[config.mk]
export PLATFORM = sky130hd
export DESIGN_NAME = bin_to_bcd
export DESIGN_NICKNAME = d
export VERILOG_FILES = /design/src/rtl/bin_to_bcd_pkg.sv /design/src/rtl/bcd_add3.sv /design/src/rtl/bin_to_bcd.sv
export SDC_FILE = /design/constraint.sdc
export NUM_CORES = 1
export LEC_CHECK = 0
export ABC_AREA = 1
export CAP_MARGIN = 25
export CORE_ASPECT_RATIO = 0.75
export CORE_MARGIN = 5
export CORE_UTILIZATION = 55
export DETAILED_ROUTE_END_ITERATION = 8
export GPL_TIMING_DRIVEN = 0
export MAX_ROUTING_LAYER = met4
export PLACE_DENSITY = 0.8
export SYNTH_ARGS = -nofsm -noshare
export SYNTH_HDL_FRONTEND = slang
export SYNTH_SLANG_ARGS = --single-unit
[constraint.sdc]
create_clock -name sys_clk -period 4.3 [get_ports sys_clk]
set_input_delay 0.86 -clock sys_clk [delete_from_list [all_inputs] [get_ports sys_clk]]
set_output_delay 0.86 -clock sys_clk [all_outputs]
set_load 0.03 [all_outputs]
[src/rtl/bin_to_bcd_pkg.sv]
// Shared constants and state encoding for the binary-to-BCD converter.
package bin_to_bcd_pkg;

  typedef enum logic [1:0] {
    ST_IDLE = 2'd0,
    ST_CONV = 2'd1,
    ST_DONE = 2'd2
  } state_e;

  localparam int DIGIT_W = 4;
  localparam logic [DIGIT_W-1:0] ADD3_THRESH = 4'd5;

  // 10^n, elaboration-time only; used to derive the largest representable value.
  function automatic logic [63:0] pow10(input int n);
    logic [63:0] r;
    r = 64'd1;
    for (int i = 0; i < n; i++) r = r * 64'd10;
    return r;
  endfunction

endpackage

[src/rtl/bcd_add3.sv]
// Double-dabble digit correction: a digit of 5 or more gets 3 added before the shift.
module bcd_add3
  import bin_to_bcd_pkg::*;
(
  input  logic [DIGIT_W-1:0] digit_i,
  output logic [DIGIT_W-1:0] digit_o
);

  always_comb begin
    digit_o = digit_i;
    if (digit_i >= ADD3_THRESH) digit_o = digit_i + 4'd3;
  end

endmodule

[src/rtl/bin_to_bcd.sv]
// Sequential double-dabble converter: one bit per cycle, result and overflow
// flag registered on the single-cycle DONE state.
module bin_to_bcd
  import bin_to_bcd_pkg::*;
#(
  parameter int BIN_W = 27,
  parameter int DIG_N = 8
) (
  input  logic                     sys_clk,
  input  logic                     sys_rst,
  input  logic                     start,
  input  logic [BIN_W-1:0]         bin_in,
  output logic                     busy,
  output logic                     done,
  output logic [DIGIT_W*DIG_N-1:0] bcd_out,
  output logic                     ovf,
  output state_e                   dbg_state
);

  localparam int BCD_W = DIGIT_W * DIG_N;
  localparam int CNT_W = $clog2(BIN_W + 1);
  localparam logic [63:0] MAX_VAL = pow10(DIG_N) - 64'd1;
  localparam logic [BCD_W-1:0] SAT_VAL = {DIG_N{4'h9}};

  // Handshake: start is sampled on every rising edge while IDLE or DONE; a high
  // sample captures bin_in. busy covers the BIN_W shift cycles, done pulses for
  // one cycle with bcd_out/ovf already valid, and the outputs hold until the next done.

  state_e             state_q, state_d;
  logic [BIN_W-1:0]   bin_q, bin_d;
  logic [BCD_W-1:0]   scr_q, scr_d;
  logic [CNT_W-1:0]   cnt_q, cnt_d;
  logic               ovf_pend_q, ovf_pend_d;
  logic [BCD_W-1:0]   bcd_q, bcd_d;
  logic               ovf_q, ovf_d;
  logic [BCD_W-1:0]   corr;

  for (genvar g = 0; g < DIG_N; g++) begin : g_digit
    bcd_add3 u_add3 (
      .digit_i (scr_q[g*DIGIT_W +: DIGIT_W]),
      .digit_o (corr[g*DIGIT_W +: DIGIT_W])
    );
  end

  always_comb begin
    state_d    = state_q;
    bin_d      = bin_q;
    scr_d      = scr_q;
    cnt_d      = cnt_q;
    ovf_pend_d = ovf_pend_q;
    bcd_d      = bcd_q;
    ovf_d      = ovf_q;
    unique case (state_q)
      ST_IDLE, ST_DONE: begin
        if (start) begin
          bin_d      = bin_in;
          scr_d      = '0;
          cnt_d      = '0;
          // Overflow is judged on the captured value; the shift register is consumed.
          ovf_pend_d = 64'(bin_in) > MAX_VAL;
          state_d    = ST_CONV;
        end else begin
          state_d = ST_IDLE;
        end
      end
      ST_CONV: begin
        {scr_d, bin_d} = {corr, bin_q} << 1;
        cnt_d          = cnt_q + CNT_W'(1);
        if (cnt_q == CNT_W'(BIN_W - 1)) begin
          state_d = ST_DONE;
          bcd_d   = ovf_pend_q ? SAT_VAL : scr_d;
          ovf_d   = ovf_pend_q;
        end
      end
      default: state_d = ST_IDLE;
    endcase
  end

  always_ff @(posedge sys_clk or negedge sys_rst) begin
    if (!sys_rst) begin
      state_q    <= ST_IDLE;
      bin_q      <= '0;
      scr_q      <= '0;
      cnt_q      <= '0;
      ovf_pend_q <= 1'b0;
      bcd_q      <= '0;
      ovf_q      <= 1'b0;
    end else begin
      state_q    <= state_d;
      bin_q      <= bin_d;
      scr_q      <= scr_d;
      cnt_q      <= cnt_d;
      ovf_pend_q <= ovf_pend_d;
      bcd_q      <= bcd_d;
      ovf_q      <= ovf_d;
    end
  end

  assign busy      = (state_q == ST_CONV);
  assign done      = (state_q == ST_DONE);
  assign bcd_out   = bcd_q;
  assign ovf       = ovf_q;
  assign dbg_state = state_q;

endmodule

# Yosys cells after proc, flatten, opt, wreduce, memory -nomap -nowiden
# Index checks and enable logic that the tools add are counted.
[word_totals]
reg_bits = 100
latch_bits = 0
ram_bits = 0
romBits = 0
input_bits = 30
out_inout_bits = 37
mem_count = 0
[op_classes]
n_addsub = 9
multipliers = 0
div_mod_pow = 0
n_lt_le_gt_ge = 9
n_eq_ne = 5
shift = 0
n_mux = 18
n_bitwise = 0
n_reduce_logical = 6
[ops]
columns = ["cell", "n"]
rows = [
  ["32-bit two-way mux", 2],
  ["32-bit case mux with 2 select lines", 1],
  ["27-bit case mux with 2 select lines", 1],
  ["4-bit by 3-bit greater-or-equal comparator with 1-bit output, second input constant", 8],
  ["4-bit by 2-bit adder with 4-bit output, second input constant", 7],
  ["4-bit two-way mux", 7],
  ["27-bit > comparator, second input constant", 1],
  ["27-bit two-way mux", 1],
  ["5-bit case mux with 2 select lines", 1],
  ["2-bit AND reduction", 3],
  ["5-bit by 1-bit adder with 5-bit output, second input constant", 1],
  ["5-bit equality test, second input constant", 1],
  ["5-bit two-way mux", 1],
  ["2-bit case mux with 2 select lines", 1],
  ["3-bit by 2-bit adder with 3-bit output, second input constant", 1],
  ["3-bit two-way mux", 1],
  ["2-bit by 1-bit equality test with 1-bit output, second input constant", 1],
  ["2-bit equality test, second input constant", 1],
  ["2-bit logical NOT", 1],
  ["2-bit two-way mux", 1],
  ["2-bit by 1-bit inequality test with 1-bit output, second input constant", 1],
  ["2-bit inequality test, second input constant", 1],
  ["2-bit nonzero test", 1],
  ["2-bit OR reduction", 1],
  ["1-bit two-way mux", 1],
]

# Depth between registers and ports, before layout
# Gate-level depths: netlist of the first run.
[depth]
depth_word = 4
mapped_depth = 9
ltp_nobuf = 9

# Cells and area by module
# From an unflattened synthesis of the first run, not the netlist that was laid out.
[unflattened]
cells_unflattened = 651
hier_area_um2 = 5322.6
[by_module_without_submodules]
columns = ["module", "instances", "cells_each", "area_per_inst_um2"]
rows = [
  ["bin_to_bcd", 1, 467, 4241.6],
  ["bcd_add3", 8, 23, 135.1],
]

# Worst setup path after synthesis of the first run
# No wires, ideal clock.
[synth_timing]
path_kind = "reg-to-output"
start = "register state_q[0], in the netlist dbg_state[0]"
end = "output port busy"
arrival_time_ns = 1.247
setup_slack_ns = 2.193
stages_incl_launch_ff = 4
n_path_buf = 1
cell_sequence = "dfrtp_1 -> inv_2 -> nor2_4 -> clkbuf_1"
[synth_via]
elab_chain_cells = 1
[synth_rtl]
columns = ["item", "line", "rtl"]
rows = [
  ["start, declared", "bin_to_bcd.sv:29", "state_e state_q, state_d;"],
  ["start signal, assigned", "bin_to_bcd.sv:89", "state_q <= state_d;"],
  ["2-bit by 1-bit equality test with 1-bit output", "bin_to_bcd.sv:99", "assign busy = (state_q == ST_CONV);"],
  ["end, declared", "bin_to_bcd.sv:13", "output logic busy,"],
]
# No other way between the ends.

# Worst setup path after layout of the first run
[layout_timing]
start = "register state_q[1], in the netlist dbg_state[1]"
end = "output port busy"
# Same word-level chain as after synthesis.

==> results of run 1 <==
-- cell type report --
class / instances / area (sq um)
Fill cell: 644 / 2530
Sequential cell: 100 / 2500
Multi-Input combinational cell: 342 / 1920
Timing Repair Buffer: 66 / 676
Inverter: 79 / 297
Clock buffer: 11 / 253
Tap cell: 108 / 135
Buffer: 20 / 97.6
Clock inverter: 4 / 72.6
-- cells in the final DEF (no fill, tap or decap), drive strengths merged --
cell / count
o221ai: 17
clkdlybuf4s50: 64
dfrtp: 100
xor2: 9
a21boi: 1
o22ai: 33
o211ai: 9
nand3: 31
buf: 13
inv: 79
a21oi: 19
clkinv: 1
bufinv: 2
ha: 18
clkinvlp: 1
o21ai: 50
nand4: 2
mux2i: 1
clkbuf: 20
nand2: 103
and2: 6
nor2: 43
-- worst max-delay path, cell delays in order, from the launching register on --
cell and delay (ns):
dfrtp_1 0.43, nor2_4 0.24, clkbuf_1 0.40, clkdlybuf4s50_1 0.78
-- through the flow --
stage	setup WS, ns	area, sq um	hold WS (ns)	cells	total power [mW]
floorplan	2.19	4820	0.446	541	3.21
global placement	-1.29	5610	0.465	714	3.85
detailed placement	1.64	5630	0.471	715	3.99
CTS	1.26	5960	0.485	730	4.91
global route	1.15	5960	0.494	730	5.27
finish	1.24	5960	0.486	730	4.91
-- per-layer routing --
| layer | track usage [%] | vias to the layer above |
|---|---|---|
| met5 | - | - |
| met4 | 7.16 | 0 |
| met3 | 6.96 | 21 |
| met2 | 37.4 | 100 |
| met1 | 30.6 | 1979 |
| li1 | - | 1959 |
-- cell families (layout without fill, tap and decap cells) --
logic type,after synthesis,count (layout),synth area share (%)
AND/OR/NAND/NOR,185,185,16.5
AO/OA/AOI/OAI,129,129,16.9
flip-flops,100,100,51.9
buffers and inverters,99,180,8.18
adder cells (fa/ha/maj),18,18,4.67
XOR/XNOR,9,9,1.64
multiplexers,1,1,0.208
-- worst max path at each step --
stage                       startpoint       end  cells past startpoint  slack, ns
after detailed placement  dbg_state[1]      busy                      3       1.64
after CTS                 dbg_state[1]      busy                      3       1.26
after global routing      dbg_state[1]      busy                      3       1.15
after global placement         sys_rst  bin_q[7]                      1      -1.29
final                     dbg_state[1]      busy                      3       1.24
after floorplan           dbg_state[0]      busy                      3       2.19
-- state kept, by name (all words and copies together) (netlist names) --
name        cells
bcd_out        32
scr_q          32
bin_q          27
cnt_q           5
dbg_state       2
ovf             1
ovf_pend_q      1
-- Yosys cell counts, types with 5 or more instances --
master and number:
nor2_1 40, inv_2 5, o221ai_1 17, o21ai_2 10, xor2_1 9, ha_1 18
o21ai_0 40, dfrtp_1 100, and2_1 6, buf_2 9, inv_1 74, o22ai_1 33
o211ai_1 9, clkbuf_1 9, a21oi_1 19, nand3_1 31, nand2_1 100
-- power by group through the flow --
stage               registers, mW  clock network, mW  logic, mW
detailed placement           1.66                  0       2.33
floorplan                    1.89                  0       1.32
finish                       1.66              0.882       2.37
global route                 1.71              0.936       2.63
global placement             1.64                  0       2.21
CTS                          1.66              0.889       2.37
==> flow_summary_export.csv, run 1 <==
group,metric,value,unit
run_status,outcome,"finished, final reports clean",
logic_synthesis,synth_top_cell_by_area,"dfrtp_1",
layout,postLayoutCoreUtil,70.2,%
route,avgRoutedWirePerCell,16.4,microns
timing,slew_violations,0,
power_and_ir_drop,ir_drop,0.000477,V
die,rows,29,
run,timing.max_cap.violations,0,
timing,fin_crit,3.06,ns
setup_path,reg2reg_to,"bcd_out[3]",
layout,diodes,0,
power_and_ir_drop,power_density,825,nW/um^2
setup_path,r2r_start,"cnt_q[0]",
logic_synthesis,synth_edf_count,0,
clock_tree,ctsResizeCount,0,
worst_hold_path,hp-start,"bcd_out[25]",
worst_hold_path,holdPathEnd,"bcd_out[25]",
route,routed_wl,12.0,mm
clock_tree,cts_tree,"yes",
route,vias,4059,
logic_synthesis,synth_nets,589,
power_and_ir_drop,swShare,43.0,%
route,vias_per_cell,5.56,
setup_path,arrival,2.20,ns
setup_path,worstSetupPathType,"reg2out",
setup_path,r2r_slack,2.47,ns
die,die_w,118,microns
power_and_ir_drop,p_comb_share,48.3,%
logic_synthesis,yosys-top-cells-area,"dfrtp_1, nand2_1, inv_1",
logic_synthesis,synth.distinct_cells,26,
layout,nets,666,
route,ant_nets,0,
logic_synthesis,yosysTopAreaCellShare,51.9,%
route,drc,0,
clock_tree,cts_sinks,100,
setup_path,cp-end-kind,"output port",
global_route,antenna_found_initial,0,
power_and_ir_drop,internal_power,2.80,mW
clock_tree,worst_skew_pair.late_latency,0.35,ns
power_and_ir_drop,leakagePower,2.79,nW
timing,final_hold_viol_count,0,
logic_synthesis,yosys_warnings,0,
logic_synthesis,yosysSeqAreaShare,51.9,%
worst_hold_path,hp-class,"reg2reg",
timing,finalCritPeriodShare,71.2,%
setup_path,startpoint_type,"flip-flop",
power_and_ir_drop,switchingPower,2.11,mW
placement,numPortBuffers,65,
logic_synthesis,syn-cell-area,4820,sq um
route,wl_met1,5.32,mm
power_and_ir_drop,seqPwrFrac,33.8,%
timing,fin_setup_tns,0,ns
route,met3_length,589,microns
die,start_util,56.8,%
setup_path,crit_required,3.44,ns
worst_hold_path,whs_path_depth,2,
global_route,grt_pass1_vias,4173,
logic_synthesis,yosys_most_used_dff,"dfrtp_1",
die,io-pin-count,67,
timing,finalClockSkew,0.00653,ns
clock_tree,root_buffer,"clkbuf_16",
global_route,grt_max_degree,54,
setup_path,reg2reg_depth,8,
clock_tree,cts_setup_buffers,0,
logic_synthesis,ys_ff_latch,100,
timing,rsz0062_at_grt,"no",
route,highest_layer,"met4",
timing,slew_headroom,58.4,%
global_route,overflow,0,
placement,dp_hpwl,8.57,mm
clock_tree,h-tree-depth,3,
route,first_iter_violations,287,
die,fp.dieArea,10800,sq um
logic_synthesis,async_flop_share,100,%
clock_tree,clk_transition_reported_paths,0.07,ns
die,core,8490,sq um
timing,setup_viol,0,
die,die_h,91.1,microns
timing,tightest_slew,0.624,ns
logic_synthesis,syn_avg_cell_area,8.91,sq um
timing,clock.fmax,0.326,GHz
power_and_ir_drop,p_clk_share,18.0,%
route,first_pass_iters,5,
global_route,grt_pass1_wl,20.1,mm
global_route,grt.total_usage,24.0,%
logic_synthesis,synthesis.instances,541,
layout,area_growth,23.6,%
clock_tree,cts_buffers,9,
clock_tree,clock_path_buffers,2,
clock_tree,hold_buffers,0,
setup_path,worstPathMaxFanout,10,
layout,drive_above_1_share,7.88,%
route,dr_wl_met2,5.85,mm
placement,finalWeightedCongestion,0.896,
No activity file was read; power rests on OpenSTA's default activity.
==> run 2: changes to the inputs <==
CORE_UTILIZATION = 49   (was 55)
PLACE_DENSITY = 0.76   (was 0.8)
clock period = 2.65 ns   (was 4.3 ns; I/O delays follow)
==> flow_summary_export.csv, run 2 (same netlist as run 1, synthesis figures left out) <==
group,metric,value,unit
run_status,outcome,"finished, final reports clean",
placement,dp_hpwl,8.42,mm
setup_path,r2r_slack,0.83,ns
setup_path,reg2reg_to,"bcd_out[3]",
timing,fin_crit,2.45,ns
power_and_ir_drop,p_comb_share,48.4,%
setup_path,crit_required,2.12,ns
clock_tree,worst_skew_pair.late_latency,0.35,ns
timing,slew_violations,0,
timing,tightest_slew,0.525,ns
clock_tree,root_buffer,"clkbuf_16",
clock_tree,cts_setup_buffers,0,
global_route,grt_pass1_wl,19.8,mm
layout,nets,665,
setup_path,worstSetupPathType,"reg2out",
layout,multiInputGateArea,1920,sq um
power_and_ir_drop,swShare,43.0,%
power_and_ir_drop,ir_drop,0.000702,V
run,timing.max_cap.violations,0,
clock_tree,cts_tree,"yes",
setup_path,worstPathMaxFanout,15,
layout,diodes,0,
route,first_iter_violations,395,
route,vias_per_cell,5.51,
worst_hold_path,hp-class,"in2async",
global_route,grt.total_usage,21.1,%
clock_tree,cts_sinks,100,
power_and_ir_drop,leakagePower,2.78,nW
timing,setup_viol,0,
layout,area_growth,23.8,%
die,start_util,50.1,%
die,die_h,95.9,microns
die,rows,31,
setup_path,startpoint_type,"flip-flop",
power_and_ir_drop,power_density,1310,nW/um^2
clock_tree,cts_buffers,9,
placement,finalWeightedCongestion,0.858,
global_route,antenna_found_initial,0,
power_and_ir_drop,switchingPower,3.37,mW
clock_tree,hold_buffers,0,
placement,numPortBuffers,65,
timing,clock.fmax,0.409,GHz
route,ant_nets,0,
layout,drive_above_1_share,7.89,%
layout,seq_area,2500,sq um
setup_path,r2r_start,"dbg_state[1]",
route,vias,4151,
route,drc,0,
power_and_ir_drop,finalPower,7.84,mW
power_and_ir_drop,p_clk_share,17.4,%
route,first_pass_iters,5,
timing,hold_ws,0.111,ns
die,fp.dieArea,11900,sq um
die,io-pin-count,67,
power_and_ir_drop,internal_power,4.47,mW
die,core,9620,sq um
timing,rsz0062_at_grt,"no",
route,avgRoutedWirePerCell,15.7,microns
clock_tree,ctsResizeCount,0,
setup_path,arrival,1.92,ns
die,die_w,125,microns
setup_path,reg2reg_depth,5,
global_route,overflow,0,
clock_tree,clk_transition_reported_paths,0.07,ns
timing,finalCritPeriodShare,92.3,%
clock_tree,clock_path_buffers,2,
clock_tree,h-tree-depth,3,
global_route,grt_pass1_vias,4134,
timing,slew_headroom,65.0,%
layout,final_cell_mix,"nand2_1, dfrtp_1, inv_1",
global_route,grt_max_degree,73,
timing,final_hold_viol_count,0,
setup_path,cp-end-kind,"output port",
timing,finalClockSkew,0.00618,ns
route,routed_wl,11.8,mm
power_and_ir_drop,seqPwrFrac,34.3,%
layout,nFillCells,830,
## run 2: cell types whose count changed in the layout (fill, tap and decap cells not counted)
cell        previous run  this run
clkbuf_1               9         8
bufinv_16              2         1
clkinvlp_4             1         2
clkbuf_8               2         3
clkinv_2               1         0
## run 2: power groups by stage
stage               combinational (mW)  clock, mW  sequential, mW
floorplan                         2.14          0            3.06
global placement                  3.60          0            2.66
detailed placement                3.77          0            2.69
CTS                               3.80       1.38            2.68
global route                      4.21       1.46            2.78
finish                            3.80       1.36            2.69
## run 2: critical path: stages (launching register included)
cell,delay (ns)
dfrtp_1,0.44
nor2_4,0.38
clkdlybuf4s50_1,0.76
## run 2: area by class of cell
class	instances	area share, %
Multi-Input combinational cell	342	32.2
Buffer	19	1.57
Sequential cell	100	41.9
Timing Repair Buffer	66	11.3
Tap cell	132	2.77
Clock inverter	3	0.755
Clock buffer	12	4.46
Inverter	79	4.97
## run 2: per-stage QoR
stage / setup slack [ns] / area [sq um] / instances / TNS [ns] / util [%]
2_1_floorplan: 0.873 / 4820 / 541 / 0 / -
5_1_grt: 0.124 / 5970 / 753 / 0 / 62.1
4_1_cts: 0.175 / 5970 / 753 / 0 / 62.1
3_5_place_dp: 0.268 / 5660 / 739 / 0 / 58.9
6_report: 0.205 / 5970 / 753 / 0 / 62.1
3_3_place_gp: -2.66 / 5640 / 738 / -265.55 / 58.6
## run 2: how the worst max path moves through the flow
stage	cells after the start	startpoint	end	slack, ns
2_1_floorplan	3	dbg_state[0]	busy	0.87
3_3_place_gp	1	sys_rst	bin_q[7]	-2.66
3_5_place_dp	3	dbg_state[1]	busy	0.27
4_1_cts	2	dbg_state[1]	busy	0.17
5_1_grt	2	dbg_state[1]	busy	0.12
6_report	2	dbg_state[1]	busy	0.20
## run 2: metal layers
metal | up-vias | global-route usage (%) | part of all wire, %
met1 | 2007 | 27.4 | 45
met2 | 161 | 33.2 | 48
met4 | 0 | 7.30 | 1.7
li1 | 1962 | - | -
met3 | 21 | 4.49 | 4.9
met5 | - | - | 0
